<file path="src/rtl/fetch_pkg.sv">
// Shared types and defaults for the instruction fetch unit.
// Entry layout is the default 32/32 slice; the top rebuilds it when resized.
package fetch_pkg;
    typedef enum logic {
        IDLE,
        RUN
    } state_t;

    localparam int DEF_ADDR_W = 32;
    localparam int DEF_INST_W = 32;
    localparam logic [31:0] DEF_PC_INC = 32'd4;
    localparam logic [31:0] DEF_RESET_PC = 32'h0;

    typedef struct packed {
        logic [DEF_ADDR_W-1:0] pc;
        logic [DEF_INST_W-1:0] inst;
    } fetch_entry_t;
endpackage

</file>
<file path="src/rtl/fetch_if.sv">
// Fetch unit bus: imem request/response plus decode valid/ready.
// master = fetch unit side, slave = memory/decode side.
interface fetch_if #(
    parameter int ADDR_W = 32,
    parameter int INST_W = 32
);
    logic              imem_req;
    logic [ADDR_W-1:0] imem_addr;
    logic              imem_gnt;
    logic              imem_rvalid;
    logic [INST_W-1:0] imem_rdata;
    logic              out_valid;
    logic              out_ready;
    logic [INST_W-1:0] out_inst;
    logic [ADDR_W-1:0] out_pc;

    modport master (
        output imem_req, imem_addr,
        input  imem_gnt, imem_rvalid, imem_rdata,
        output out_valid, out_inst, out_pc,
        input  out_ready
    );

    modport slave (
        input  imem_req, imem_addr,
        output imem_gnt, imem_rvalid, imem_rdata,
        input  out_valid, out_inst, out_pc,
        output out_ready
    );
endinterface

</file>
<file path="src/rtl/fetch_fifo.sv">
// Prefetch FIFO with flush, occupancy count and registered head.
// Storage is reset so the head reads zero out of reset.
module fetch_fifo
    import fetch_pkg::*;
#(
    parameter int  DEPTH   = 4,
    parameter type entry_t = fetch_entry_t,
    localparam int AW      = $clog2(DEPTH),
    localparam int CW      = AW + 1
) (
    input  logic          clk,
    input  logic          rst_n,
    input  logic          flush,
    input  logic          push,
    input  entry_t        wdata,
    input  logic          pop,
    output logic          valid,
    output entry_t        head,
    output logic [CW-1:0] count
);
    entry_t        mem [DEPTH];
    logic [AW-1:0] wptr;
    logic [AW-1:0] rptr;
    logic          empty;
    logic          full;
    logic          do_pop;

    assign empty  = (count == '0);
    assign full   = (count == CW'(DEPTH));
    assign do_pop = pop && !empty;
    assign valid  = !empty;
    assign head   = mem[rptr];

    always_ff @(posedge clk) begin
        if (!rst_n) begin
            wptr  <= '0;
            rptr  <= '0;
            count <= '0;
            for (int i = 0; i < DEPTH; i++) mem[i] <= '0;
        end else if (flush) begin
            wptr  <= '0;
            rptr  <= '0;
            count <= '0;
        end else begin
            if (push) begin
                mem[wptr] <= wdata;
                wptr      <= wptr + 1'b1;
            end
            if (do_pop) rptr <= rptr + 1'b1;
            count <= count + CW'(push) - CW'(do_pop);
        end
    end

    // A full push is only legal when the head leaves in the same cycle.
    a_no_overflow: assert property (
        @(posedge clk) disable iff (!rst_n)
        !(push && full && !pop)
    );
endmodule

</file>
<file path="src/rtl/fetch_unit.sv">
// Fetch stage: pipelined imem requests, prefetch FIFO, redirect flush.
// Credits (outstanding + buffered) never exceed DEPTH.
module fetch_unit
    import fetch_pkg::*;
#(
    parameter int ADDR_W = DEF_ADDR_W,
    parameter int INST_W = DEF_INST_W,
    parameter logic [ADDR_W-1:0] PC_INC = ADDR_W'(DEF_PC_INC),
    parameter logic [ADDR_W-1:0] RESET_PC = ADDR_W'(DEF_RESET_PC),
    parameter int DEPTH = 4
) (
    input  logic              clk,
    input  logic              rst_n,
    input  logic              fetch_en,
    input  logic              redirect_valid,
    input  logic [ADDR_W-1:0] redirect_pc,
    fetch_if.master           bus
);
    localparam int CW = $clog2(DEPTH) + 1;

    typedef struct packed {
        logic [ADDR_W-1:0] pc;
        logic [INST_W-1:0] inst;
    } entry_t;

    state_t            state_q;
    state_t            state_d;
    logic [ADDR_W-1:0] pc_q;
    logic [ADDR_W-1:0] resp_pc;
    logic [CW-1:0]     outstanding;
    logic [CW-1:0]     outst_d;
    logic [CW-1:0]     drop_cnt;
    logic [CW-1:0]     fifo_count;
    logic              credit_ok;
    logic              req;
    logic              fire;
    logic              drop;
    logic              push;
    logic              pop;
    logic              fifo_valid;
    entry_t            wdata;
    entry_t            head;

    assign credit_ok = (outstanding + fifo_count) < CW'(DEPTH);

    always_comb begin
        state_d = state_q;
        req     = 1'b0;
        unique case (state_q)
            IDLE: begin
                if (fetch_en) state_d = RUN;
            end
            RUN: begin
                if (!fetch_en) state_d = IDLE;
                req = !redirect_valid && credit_ok;
            end
            default: state_d = IDLE;
        endcase
    end

    assign fire    = req && bus.imem_gnt;
    // A response landing in the redirect cycle belongs to the old stream.
    assign drop    = bus.imem_rvalid
                  && (redirect_valid || drop_cnt != '0);
    assign push    = bus.imem_rvalid && !drop;
    assign pop     = fifo_valid && bus.out_ready;
    assign outst_d = outstanding + CW'(fire) - CW'(bus.imem_rvalid);

    always_ff @(posedge clk) begin
        if (!rst_n) begin
            state_q     <= IDLE;
            pc_q        <= RESET_PC;
            resp_pc     <= RESET_PC;
            outstanding <= '0;
            drop_cnt    <= '0;
        end else begin
            state_q     <= state_d;
            outstanding <= outst_d;
            if (redirect_valid) begin
                pc_q     <= redirect_pc;
                resp_pc  <= redirect_pc;
                drop_cnt <= outst_d;
            end else begin
                if (fire) pc_q <= pc_q + PC_INC;
                if (push) resp_pc <= resp_pc + PC_INC;
                if (drop) drop_cnt <= drop_cnt - 1'b1;
            end
        end
    end

    assign wdata.pc   = resp_pc;
    assign wdata.inst = bus.imem_rdata;

    fetch_fifo #(
        .DEPTH   (DEPTH),
        .entry_t (entry_t)
    ) u_fifo (
        .clk   (clk),
        .rst_n (rst_n),
        .flush (redirect_valid),
        .push  (push),
        .wdata (wdata),
        .pop   (pop),
        .valid (fifo_valid),
        .head  (head),
        .count (fifo_count)
    );

    assign bus.imem_req  = req;
    assign bus.imem_addr = pc_q;
    assign bus.out_valid = fifo_valid;
    assign bus.out_inst  = head.inst;
    assign bus.out_pc    = head.pc;
endmodule

</file>
<file path="src/flat_wrapper.sv">
// flat-port wrapper written by rule: the top's interface ports become plain ports
module fetch_unit_flat import fetch_pkg::*;
#(
    parameter int ADDR_W = DEF_ADDR_W,
    parameter int INST_W = DEF_INST_W,
    parameter logic [ADDR_W-1:0] PC_INC = ADDR_W'(DEF_PC_INC),
    parameter logic [ADDR_W-1:0] RESET_PC = ADDR_W'(DEF_RESET_PC),
    parameter int DEPTH = 4
)
  (clk, rst_n, fetch_en, redirect_valid, redirect_pc, bus_imem_req, bus_imem_addr, bus_imem_gnt, bus_imem_rvalid, bus_imem_rdata, bus_out_valid, bus_out_inst, bus_out_pc, bus_out_ready);
  fetch_if #(.ADDR_W(ADDR_W), .INST_W(INST_W)) bus_i ();
  input  logic clk;
  input  logic rst_n;
  input  logic fetch_en;
  input  logic redirect_valid;
  input  logic [ADDR_W-1:0] redirect_pc;
  output wire logic [$bits(bus_i.imem_req)-1:0] bus_imem_req;
  output wire logic [$bits(bus_i.imem_addr)-1:0] bus_imem_addr;
  input wire logic [$bits(bus_i.imem_gnt)-1:0] bus_imem_gnt;
  input wire logic [$bits(bus_i.imem_rvalid)-1:0] bus_imem_rvalid;
  input wire logic [$bits(bus_i.imem_rdata)-1:0] bus_imem_rdata;
  output wire logic [$bits(bus_i.out_valid)-1:0] bus_out_valid;
  output wire logic [$bits(bus_i.out_inst)-1:0] bus_out_inst;
  output wire logic [$bits(bus_i.out_pc)-1:0] bus_out_pc;
  input wire logic [$bits(bus_i.out_ready)-1:0] bus_out_ready;
  assign bus_imem_req = bus_i.imem_req;
  assign bus_imem_addr = bus_i.imem_addr;
  assign bus_i.imem_gnt = bus_imem_gnt;
  assign bus_i.imem_rvalid = bus_imem_rvalid;
  assign bus_i.imem_rdata = bus_imem_rdata;
  assign bus_out_valid = bus_i.out_valid;
  assign bus_out_inst = bus_i.out_inst;
  assign bus_out_pc = bus_i.out_pc;
  assign bus_i.out_ready = bus_out_ready;
  fetch_unit #(.ADDR_W(ADDR_W), .INST_W(INST_W), .PC_INC(PC_INC), .RESET_PC(RESET_PC), .DEPTH(DEPTH)) u_core (.clk(clk), .rst_n(rst_n), .fetch_en(fetch_en), .redirect_valid(redirect_valid), .redirect_pc(redirect_pc), .bus(bus_i));
endmodule
</file>
<file path="config.mk">
export PLATFORM = sky130hd
export DESIGN_NAME = fetch_unit_flat
export DESIGN_NICKNAME = d
export VERILOG_FILES = /design/src/rtl/fetch_pkg.sv /design/src/rtl/fetch_if.sv /design/src/rtl/fetch_fifo.sv /design/src/rtl/fetch_unit.sv /design/src/flat_wrapper.sv
export SDC_FILE = /design/constraint.sdc
export NUM_CORES = 1
export LEC_CHECK = 0
export ABC_AREA = 1
export CORE_UTILIZATION = 50
export DETAILED_ROUTE_END_ITERATION = 16
export GPL_TIMING_DRIVEN = 0
export HOLD_SLACK_MARGIN = 0.02
export PLACE_DENSITY_LB_ADDON = 0.3
export SYNTH_ARGS = -nofsm -noshare
export SYNTH_HDL_FRONTEND = slang
export SYNTH_SLANG_ARGS = --single-unit
</file>
<file path="constraint.sdc">
create_clock -name clk -period 13.1 [get_ports clk]
set_input_delay 3.275 -clock clk [delete_from_list [all_inputs] [get_ports clk]]
set_output_delay 3.275 -clock clk [all_outputs]
set_load 0.01 [all_outputs]
</file>
==> flow_metrics.tcl, run 1 <==
set metrics [dict create \
    worst_ep_required_time_ps 9820 \
    clock-skew-final_ps 30.01 \
    clkSlewWorstSetupHoldPaths_ps 60 \
    critical_path.startpoint_type "input pin" \
    outcome "complete, no violations" \
    regToRegStartpoint "u_core.drop_cnt[0]" \
    routed_wire_length_per_instance_um 18.28 \
    post_cts.resized_instances 0 \
    type_of_the_worst_setup_path "input pin to output port" \
    first_pass_iters 6 \
    crit_path_max_fanout 8 \
    yosys.cell_types.count 39 \
    synth_async_sr_flop_share_pct 0 \
    seq_power_share_pct 49.3 \
    vdd_ir_drop_max_mv 0.08763 \
    synthCells 1850 \
    worst_slew_pin_slew_ps 980.1 \
    hold_violations 0 \
    grt_antenna_before_repair 0 \
    wl_final_um 45510 \
    detailed_place_hpwl_um 31390 \
    core.rowCount 65 \
    post-route-drc-count 0 \
    most_used_cells_in_the_layout_excluding_fill_and_tap_cells "nor2_1 (457), nand2_1 (272), edfxtp_1 (256)" \
    power-per-cell-area_nw_per_um2 127.8 \
    die_x_um 180.8 \
    synth_edf_count 256 \
    seq_area_um2 9289 \
    cts_max_path_buffers 3 \
    design.portCount 169 \
    hold_slack_ps 478.4 \
    coreArea_um2 31470 \
    grt_setup_unrepaired "no" \
    synth.yosys.seq_area_share_pct 58.09 \
    design.final.nets 2144 \
    antenna-diode-count 0 \
    yosys_register_bits 336 \
    numCtsBuffers 35 \
    relSlewSlack_pct 34.41 \
    floorplan.initialDensity_pct 50.81 \
    final.min_clock_period_ps 7664 \
    worstPathArrival_ps 4390 \
    share_comb_of_total_power_pct 11.6 \
    insertion_delay_of_the_later_clocked_pin_in_the_worst_skew_pair_ps 530 \
    num_clock_sinks 336 \
    timing.reg2reg.worst_path_depth 7 \
    mostFrequentLayoutCell "nor2_1" \
    setup.worst_path.start "redirect_valid" \
    final.period_utilization_pct 58.50 \
    clock-root-buffer "clkbuf_16" \
    place.gp.congestion 0.9896 \
    synth.avg_cell_area_um2 8.644 \
    synth_flop_cell "edfxtp_1" \
    synthToLayoutAreaGrowth_pct 22.06 \
    power.internal_uw 1889 \
    finalSetupViolCount 0 \
    grt_pass1_vias 13140 \
    multi_input_area_um2 5535 \
    portBuffers 167 \
    power.share.switching_pct 24.27 \
    min-delay-path-class "flop to flop" \
    clock_tree.htree_level_count 2 \
    gr-total-overflow 0 \
    max_clock_freq_mhz 130.5 \
    die_area_um2 32700 \
    post-cts-setup-buffer-count 0 \
    power.switching_uw 605.3 \
    drv.max_cap_violation_count 0 \
    grt_max_degree 51 \
    clock_power_share_pct 39.1 \
    endpoint "bus_imem_req" \
    drt_iter0_drc 1362 \
    global_route_usage_over_all_layers_pct 27.56 \
    hold_buffers 0 \
    viasPerCell 5.496 \
    mappedNetlistNets 1932 \
    post_synth_instance_area_um2 15990 \
    cts_tree "done" \
    critical_path.endpoint_type "output port" \
    fillCellCount 2617 \
    ff2ff_setup_slack_ps 10130 \
    setup-tns-final_ps 0 \
    route.vias.total 13690 \
    drive_gt1_share_pct 5.987 \
    grt_first_pass_wirelength_um 69850 \
    antenna_left 0 \
    die_y_um 180.8 \
    final_report_max_slew_violation_count 0 \
    worst_reg2reg_endpoint "u_core.u_fifo.mem[1][37]" \
    power.static_leakage_uw 0.007259 \
    ys_warn_count 0 \
]
[per-stage QoR]
stage	util (%)	area (um2)	worst slack, ps	total power (uW)	std cells
floorplan	-	15990	4163	1396	1850
global placement	57.72	18170	259.9	1532	2419
detailed placement	58.48	18410	5434	1537	2427
CTS	62.02	19520	5424	2499	2490
global route	62.02	19520	5390	2569	2490
finish	62.02	19520	5436	2494	2490
[worst max-delay path: stages]
cell and delay, ps:
buf_2 180, nor2_1 190, nand3_1 130, inv_1 80, clkdlybuf4s50_1 530
[how the worst min path moves through the flow]
stage / from / to / slack [ps] / depth (start not counted)
detailed placement: u_core.bus.imem_addr[1] / u_core.bus.imem_addr[1] / 460 / 2
global placement: u_core.bus.imem_addr[0] / u_core.bus.imem_addr[0] / 450 / 2
global route: u_core.bus.imem_addr[0] / u_core.bus.imem_addr[0] / 500 / 2
CTS: u_core.bus.imem_addr[1] / u_core.bus.imem_addr[1] / 480 / 2
finish: u_core.bus.imem_addr[1] / u_core.bus.imem_addr[1] / 480 / 2
floorplan: u_core.u_fifo.rptr[1] / flop / 440 / 2
[power by group through the flow]
| stage | registers, uW | logic (uW) | clock network [uW] |
|---|---|---|---|
| after floorplan | 1250 | 145 | 0 |
| after global placement | 1260 | 273 | 0 |
| after detailed placement | 1250 | 287 | 0 |
| after CTS | 1230 | 289 | 982 |
| after global routing | 1230 | 314 | 1020 |
| final | 1230 | 289 | 976 |
[cell usage after synthesis (2+ instances only)]
library cell,n,area (um2)
nor2_1,457,1715
nand2_1,273,1025
edfxtp_1,256,7687
inv_1,215,807.0
o21ai_0,167,835.8
dfxtp_1,80,1602
nand3_1,76,380.4
o22ai_1,68,425.4
clkbuf_1,60,225.2
a21oi_1,53,265.3
nor2_2,31,193.9
buf_2,24,120.1
ha_1,9,112.6
nand4_1,9,56.30
nor3_1,8,40.04
xor2_1,8,70.07
buf_1,7,26.28
o21a_1,6,45.04
xnor2_1,6,52.55
o211ai_1,4,30.03
a211oi_1,3,22.52
a31oi_1,3,18.77
inv_2,3,11.26
nand3b_1,3,22.52
and2_1,2,12.51
buf_4,2,15.01
fa_1,2,40.04
nand2_2,2,12.51
nand3_2,2,20.02
o31ai_1,2,15.01
[registers in the layout (all words and copies together) (netlist names), named ones only]
signal                flops
u_core.bus.imem_addr     32
u_core.drop_cnt           3
u_core.outstanding        3
u_core.resp_pc           32
u_core.state_q            1
u_core.u_fifo.count       3
u_core.u_fifo.mem       256
u_core.u_fifo.rptr        2
u_core.u_fifo.wptr        2
[per-layer routing]
| layer | vias up | GRT usage [%] | wire (um) |
|---|---|---|---|
| li1 | 6513 | - | - |
| met1 | 6399 | 36.25 | 18680 |
| met2 | 681 | 46.38 | 21670 |
| met3 | 93 | 3.810 | 3610 |
| met4 | 0 | 10.32 | 1547 |
| met5 | - | 0 | 0 |
[cell type report]
type | instances | share of cell area [%]
clock inverter | 16 | 0.8269
timing repair buffer | 175 | 9.577
sequential | 336 | 47.59
clock buffer | 47 | 4.878
tap | 402 | 2.577
inverter | 219 | 4.212
multi-input combinational | 1202 | 28.36
buffer | 93 | 1.981
[cells by family after synthesis]
family / share of synthesized area, %
AOI/OAI and AO/OA: 10.50
xor gates and xnor gates: 0.7668
and+or+nand+nor: 22.07
muxes: 0.06260
adders and majority gates: 0.9546
DFF: 58.09
buffers and inverters: 7.558
No activity file was read; power rests on OpenSTA's default activity.
==> run 2: changes to the inputs <==
==> constraint.sdc (replaced) <==
create_clock -name clk -period 6.9 [get_ports clk]
set_input_delay 1.725 -clock clk [delete_from_list [all_inputs] [get_ports clk]]
set_output_delay 1.725 -clock clk [all_outputs]
set_load 0.01 [all_outputs]
==> flow_metrics.tcl, run 2 (synthesized netlist as in run 1, its figures left out) <==
set metrics [dict create \
    total_power_uw 4824 \
    core.rowCount 65 \
    hold_buffers 0 \
    finalSetupViolCount 0 \
    power-per-cell-area_nw_per_um2 245.7 \
    wl_final_um 45340 \
    grt_setup_unrepaired "no" \
    finalCoreUtilization_pct 62.37 \
    die_area_um2 32700 \
    drt_iter0_drc 1470 \
    floorplan.initialDensity_pct 50.81 \
    clock-skew-final_ps 23.81 \
    detailed_place_hpwl_um 31370 \
    design.final.nets 2146 \
    antenna_left 0 \
    die_x_um 180.8 \
    cts_max_path_buffers 3 \
    critical_path.startpoint_type "flop" \
    mostFrequentLayoutCell "nor2_1" \
    antenna-diode-count 0 \
    max_clock_freq_mhz 218.8 \
    die_y_um 180.8 \
    insertion_delay_of_the_later_clocked_pin_in_the_worst_skew_pair_ps 530 \
    grt_max_degree 35 \
    final.min_clock_period_ps 4570 \
    global_route_usage_over_all_layers_pct 27.66 \
    type_of_the_worst_setup_path "flop to output port" \
    numCtsBuffers 35 \
    gr-total-overflow 0 \
    min-delay-path-class "flop to flop" \
    worst_ep_required_time_ps 5180 \
    post_cts.resized_instances 0 \
    post-cts-setup-buffer-count 0 \
    drv.max_cap_violation_count 0 \
    routed_wire_length_per_instance_um 18.19 \
    worstPathArrival_ps 2840 \
    power.static_leakage_uw 0.007324 \
    first_pass_iters 5 \
    vdd_ir_drop_max_mv 0.1591 \
    most_used_cells_in_the_layout_excluding_fill_and_tap_cells "nor2_1 (457), nand2_1 (272), edfxtp_1 (256)" \
    synthToLayoutAreaGrowth_pct 22.74 \
    fillCellCount 2636 \
    critical_path.endpoint_type "output port" \
    portBuffers 167 \
    clkSlewWorstSetupHoldPaths_ps 60 \
    cts_tree "done" \
    relSlewSlack_pct 34.37 \
    clock-root-buffer "clkbuf_16" \
    worst_slew_pin_slew_ps 984.4 \
    most_flops_register "u_core.u_fifo.mem" \
    hold_violations 0 \
    outcome "complete, no violations" \
    final_report_max_slew_violation_count 0 \
    ff2ff_setup_slack_ps 3990 \
    place.gp.congestion 1.017 \
    drive_gt1_share_pct 6.456 \
    clock_tree.htree_level_count 2 \
    final.period_utilization_pct 66.23 \
    grt_antenna_before_repair 0 \
    grt_first_pass_wirelength_um 69930 \
    max_ffs_per_register 256 \
    seq_area_um2 9289 \
    design.portCount 169 \
    num_clock_sinks 336 \
    coreArea_um2 31470 \
    post-route-drc-count 0 \
    multi_input_area_um2 5535 \
    viasPerCell 5.509 \
    crit_path_max_fanout 10 \
    grt_pass1_vias 13170 \
    route.vias.total 13730 \
]
## run 2: cell types whose count changed in the layout (fill, tap and decap cells not counted)
| cell | change |
|---|---|
| clkbuf_1 | -7 |
| clkinv_2 | +7 |
| buf_16 | +2 |
| bufinv_16 | +2 |
| clkbuf_8 | -1 |
## run 2: path summary, 6_finish.rpt
path                                 from                       end  cells after the start
setup / recovery                     flop            bus_out_pc[18]                      7
hold reg to reg   u_core.bus.imem_addr[1]   u_core.bus.imem_addr[1]                      2
hold / removal    u_core.bus.imem_addr[1]   u_core.bus.imem_addr[1]                      2
setup reg to reg       u_core.drop_cnt[0]  u_core.u_fifo.mem[1][23]                      8
## run 2: cell type report
type	count	share of cell area [%]
timing repair buffer	177	9.804
sequential	336	47.32
buffer	93	1.970
clock buffer	39	4.647
tap	402	2.562
inverter	219	4.188
multi-input combinational	1202	28.20
clock inverter	25	1.307
## run 2: worst max-delay path, stage by stage, from the launching register on
cell and delay (ps):
dfxtp_1 320, buf_2 190, inv_1 80, buf_2 260, clkbuf_1 460, o21ai_0 170
o22ai_1 200, clkdlybuf4s50_1 630
## run 2: metrics by stage
| step | TNS, ps | instances | area [um2] | setup WS [ps] | hold slack, ps |
|---|---|---|---|---|---|
| 3_3_place_gp | -644920 | 2419 | 18170 | -4352 | 448.8 |
| 6_report | 0 | 2493 | 19630 | 2330 | 475.2 |
| 2_1_floorplan | -62390 | 1850 | 15990 | -487.5 | 436.6 |
| 5_1_grt | 0 | 2493 | 19630 | 2223 | 492.9 |
| 3_5_place_dp | 0 | 2429 | 18460 | 2054 | 459.4 |
| 4_1_cts | 0 | 2493 | 19630 | 2323 | 472.6 |
## run 2: routing by layer
| layer | up-vias | global-route usage (%) | share of wire, % |
|---|---|---|---|
| met5 | - | 0 | 0 |
| met4 | 0 | 10.53 | 3.4 |
| met3 | 105 | 3.447 | 8.4 |
| met2 | 692 | 47.31 | 48 |
| met1 | 6421 | 35.92 | 40 |
| li1 | 6516 | - | - |
## run 2: power breakdown
part           internal, uW  leakage (uW)  total [uW]  switching (uW)
sequential             2280       0.00331        2330            55.8
combinational           226       0.00343         555             329
clock                  1140      0.000583        1940             791
total                  3650       0.00732        4820            1180
==> run 3: changes to the inputs <==
==> constraint.sdc (replaced) <==
create_clock -name clk -period 3.8 [get_ports clk]
set_input_delay 0.95 -clock clk [delete_from_list [all_inputs] [get_ports clk]]
set_output_delay 0.95 -clock clk [all_outputs]
set_load 0.01 [all_outputs]
==> flow_metrics.tcl, run 3 (synthesized netlist as in run 1, its figures left out) <==
set metrics [dict create \
    final_report_max_slew_violation_count 0 \
    coreArea_um2 31470 \
    synthToLayoutAreaGrowth_pct 22.60 \
    crit_top_cell "buf_2" \
    wl_final_um 46110 \
    gr-total-overflow 0 \
    post-route-drc-count 0 \
    outcome "complete, no violations" \
    power-per-cell-area_nw_per_um2 447.1 \
    layout.cells.non_filler 2491 \
    type_of_the_worst_setup_path "flop to output port" \
    worst_reg2reg_endpoint "u_core.u_fifo.mem[1][27]" \
    cts_max_path_buffers 3 \
    post-cts-setup-buffer-count 0 \
    finalCoreUtilization_pct 62.29 \
    global_route_usage_over_all_layers_pct 28.10 \
    grt_pass1_vias 13240 \
    crit_path_max_fanout 10 \
    hold-path-cell-count 2 \
    clock_tree.htree_level_count 2 \
    timing.critical_path.cells "buf_2 -> inv_1 -> buf_2 -> clkbuf_2 -> o21ai_0 -> o22ai_1 -> clkdlybuf4s50_1" \
    worstPathArrival_ps 2730 \
    finalSetupViolCount 0 \
    grt_setup_unrepaired "no" \
    fillCellCount 2631 \
    hold_buffers 0 \
    max_ffs_per_register 256 \
    drive_gt1_share_pct 7.037 \
    whs_endpoint "u_core.bus.imem_addr[0]" \
    cts_tree "done" \
    hold_violations 0 \
    first_pass_iters 5 \
    postPlaceCellArea_um2 18400 \
    floorplan.initialDensity_pct 50.81 \
    clock-root-buffer "clkbuf_16" \
    final.min_clock_period_ps 3680 \
    critical_path.startpoint_type "flop" \
    post_cts.resized_instances 7 \
    drv.max_cap_violation_count 0 \
    grt_max_degree 37 \
    antenna-diode-count 0 \
    clock-skew-final_ps 23.25 \
    total_power_uw 8766 \
    most_flops_register "u_core.u_fifo.mem" \
    grt_first_pass_wirelength_um 71000 \
    routed_wire_length_per_instance_um 18.51 \
    insertion_delay_of_the_later_clocked_pin_in_the_worst_skew_pair_ps 530 \
    worst_ep_required_time_ps 2850 \
    place.gp.congestion 1.000 \
    final.period_utilization_pct 96.84 \
    grt_antenna_before_repair 0 \
    antenna_left 0 \
    drt_iter0_drc 1261 \
    die_area_um2 32700 \
    most_used_cells_in_the_layout_excluding_fill_and_tap_cells "nor2_1 (457), nand2_1 (272), edfxtp_1 (256)" \
    relSlewSlack_pct 32.18 \
    timing.reg2reg.worst_path_depth 7 \
    detailed_place_hpwl_um 31780 \
    timing.critical_path.slowest_stage_cell "clkdlybuf4s50_1" \
    regToRegStartpoint "u_core.drop_cnt[0]" \
    design.final.nets 2144 \
    portBuffers 167 \
    ff2ff_setup_slack_ps 800 \
    vdd_ir_drop_max_mv 0.2672 \
    critical_path.endpoint_type "output port" \
    min-delay-path-class "flop to flop" \
    die_y_um 180.8 \
    num_clock_sinks 336 \
    viasPerCell 5.492 \
    mostFrequentLayoutCell "nor2_1" \
    setup-tns-final_ps 0 \
    clkSlewWorstSetupHoldPaths_ps 60 \
    worst_slew_pin_slew_ps 1017 \
    design.portCount 169 \
    finalInstanceArea_um2 19610 \
    numCtsBuffers 35 \
    route.vias.total 13680 \
    die_x_um 180.8 \
    power.static_leakage_uw 0.007333 \
    max_clock_freq_mhz 271.7 \
    core.rowCount 65 \
    maximum_single_stage_delay_on_the_critical_path_ps 600 \
    worst_hold_startpoint "u_core.bus.imem_addr[0]" \
    place_inst 2427 \
]
run 3: changes by cell type in the layout (fill, tap and decap cells not counted), sizes merged:
cell      previous run  this run
clkbuf              99       112
clkinv              20         8
buf                 43        40
bufinv               5         4
clkinvlp             0         1
run 3: power by group:
group          internal, uW  switching, uW  leakage, uW
Combinational           403            595      0.00345
Sequential             4140            101      0.00331
Clock                  2120           1410     0.000581
Total                  6660           2100      0.00733
run 3: cell type report:
| class | instances | area (um2) | share of cell area (%) |
|---|---|---|---|
| multi-input cells | 1202 | 5535 | 28.23 |
| flip-flops and latches | 336 | 9289 | 47.38 |
| clock inverters | 13 | 181.4 | 0.9254 |
| plain buffers | 93 | 405.4 | 2.068 |
| well taps | 402 | 503.0 | 2.566 |
| clock buffers | 51 | 1007 | 5.138 |
| repair buffers | 175 | 1862 | 9.496 |
| inverters | 219 | 822.0 | 4.193 |
run 3: worst max-delay path, delay by kind of cell, from the launching register on:
family                 cells  cell delay, ps
buffers and inverters      5            1490
flip-flops                 1             330
AO/OA/AOI/OAI              2             380
run 3: routing by layer:
metal	up-vias	track usage, %	wire, um
li1	6510	-	-
met1	6389	36.90	18160
met2	683	47.14	22160
met3	99	3.608	4149
met4	0	11.45	1643
met5	-	0	0
run 3: how the worst max path moves through the flow:
stage	from	end	cells after the start
finish	flop	bus_out_pc[10]	7
CTS	flop	bus_out_inst[27]	7
floorplan	redirect_valid	u_core.u_fifo.mem[1][0]	5
global route	flop	bus_out_pc[18]	7
global placement	bus_imem_rvalid	u_core.u_fifo.mem[1][23]	4
detailed placement	rst_n	u_core.u_fifo.mem[1][23]	6
run 3: metrics by stage:
| step | worst slack (ps) | hold WS (ps) |
|---|---|---|
| floorplan | -1088 | 436.6 |
| global placement | -3871 | 451.8 |
| detailed placement | -259.7 | 456.1 |
| CTS | 2.498 | 470.0 |
| global route | 47.01 | 511.2 |
| finish | 120.0 | 470.4 |
==> RTL change (flow settings as in run 1) <==
Change the package constant `DEF_ADDR_W` from 32 to 36.
--- a/src/rtl/fetch_pkg.sv
+++ b/src/rtl/fetch_pkg.sv
@@ -6,7 +6,7 @@
         RUN
     } state_t;
 
-    localparam int DEF_ADDR_W = 32;
+    localparam int DEF_ADDR_W = 36;
     localparam int DEF_INST_W = 32;
     localparam logic [31:0] DEF_PC_INC = 32'd4;
     localparam logic [31:0] DEF_RESET_PC = 32'h0;
Interface: changed (resized bus_imem_addr, bus_out_pc and redirect_pc); port bits go from 169 to 181. No check against the original RTL was run, so the function may have changed too.
==> RTL change against run 1 <==
  * Hold slack worse by 0.018 ns
  * Sequential cell count is 24 higher
  * Setup slack better by 0.080 ns
  * Total power is 11% higher
  * Global-route usage is 1.7 points higher
  * Area after synthesis is 10% higher
  * Critical path depth stayed put
  * First-iteration DRC count is 2.0% higher
  * Wire length is 15% higher
  * Combinational power is 15% higher
  * Cell area is 10% higher
  * Clock power is 16% higher
==> RTL change: results (changes against run 1) <==
{| class="wikitable"
! Metric !! Value
|-
| Sequential logic power || 1.32 mW (+7%)
|-
| Register-to-register setup slack || 10.12 ns (about the same)
|-
| Worst slack at placement || 5.50 ns (+0.0706 ns)
|-
| Detail-routed net length per standard cell || 19.2 µm (+5.0%)
|-
| Seq area share || 46.1% (-1.5 points)
|-
| Post-synthesis mux area share || 0.0568% (-0.0058 points)
|-
| Number of flip-flops and latches || 360 (+7.1%)
|-
| Weighted congestion at the end of routability-driven global placement || 0.943 (-4.7%)
|-
| Cells after DPL || 2665 (+9.8%)
|-
| Distinct cells, synth || 40 (+2.6%)
|-
| Area occupied by multi-input gates || 6420 µm² (+16%)
|-
| Non-clock inverter total of the final layout || 232 (+5.9%)
|-
| Share of synthesized area occupied by flip-flops and latches || 56.3% (-1.8 points)
|-
| GRT Overall Usage || 29.2% (+1.7 points)
|-
| Leakage || 8.19 nW (+13%)
|-
| Worst hold slack || 0.461 ns (-0.0177 ns)
|-
| Number of flops mapped to enable cells by yosys || 272 (+6.3%)
|-
| Status || complete, no violations
|-
| Layout Nets || 2336 (+9.0%)
|-
| Capture endpoint of the worst hold path || u_core.bus.imem_addr[0]
|-
| Wire length of the first global-routing pass || 81200 µm (+16%)
|-
| Clock Power || 1.13 mW (+16%)
|-
| List of most frequent post-synthesis cells || 447 x sky130_fd_sc_hd__nor2_1, 330 x sky130_fd_sc_hd__nand2_1, 272 x sky130_fd_sc_hd__edfxtp_1
|-
| Adder and majority gate portion of the synthesized area || 0.866% (-0.089 points)
|-
| Number of global-route vias before repair || 14800 (+12%)
|-
| Headroom to the max-slew limit || 24.6% (-9.8 points)
|-
| Cell count after synthesis || 2022 (+9.3%)
|-
| IO buf count || 179 (+7.2%)
|-
| Fin cells || 2735 (+9.8%)
|-
| Worst Clk Skew || 0.0152 ns (-0.0149 ns)
|-
| Number of non-clock buffers in the layout || 291 (+8.6%)
|-
| Internal power || 2.09 mW (+10%)
|-
| Arrival time reported for the critical path endpoint || 4.31 ns (-0.08 ns)
|-
| #MultiIn Comb || 1327 (+10%)
|-
| Switching portion of total power || 24.9% (+0.63 points)
|-
| Final Critical Period || 7.58 ns (-0.0799 ns)
|}
-- RTL change: cell types whose count changed in the layout (fill, tap and decap cells not counted), moves of 10 or more --
cell,run 1,this run
sky130_fd_sc_hd__edfxtp_1,256,272
sky130_fd_sc_hd__nand3_1,76,96
sky130_fd_sc_hd__o21ai_0,164,191
sky130_fd_sc_hd__inv_2,3,21
sky130_fd_sc_hd__nor2_4,1,52
sky130_fd_sc_hd__nor2_1,457,447
sky130_fd_sc_hd__nand2_1,272,329
sky130_fd_sc_hd__nor2_2,31,5
sky130_fd_sc_hd__clkdlybuf4s50_1,167,179
-- RTL change: worst min-delay path, stage by stage (launching register included) --
cell and delay [ns]:
sky130_fd_sc_hd__dfxtp_1 0.32, sky130_fd_sc_hd__nand2_1 0.05, sky130_fd_sc_hd__o21ai_0 0.06
-- RTL change: layer usage --
metal	GRT usage, %	vias up	wire length (µm)
met5	0	-	9
met4	10.9	2	1650
met3	3.54	101	4340
met2	48.9	764	25000
met1	39.0	7220	21400
li1	-	7134	-
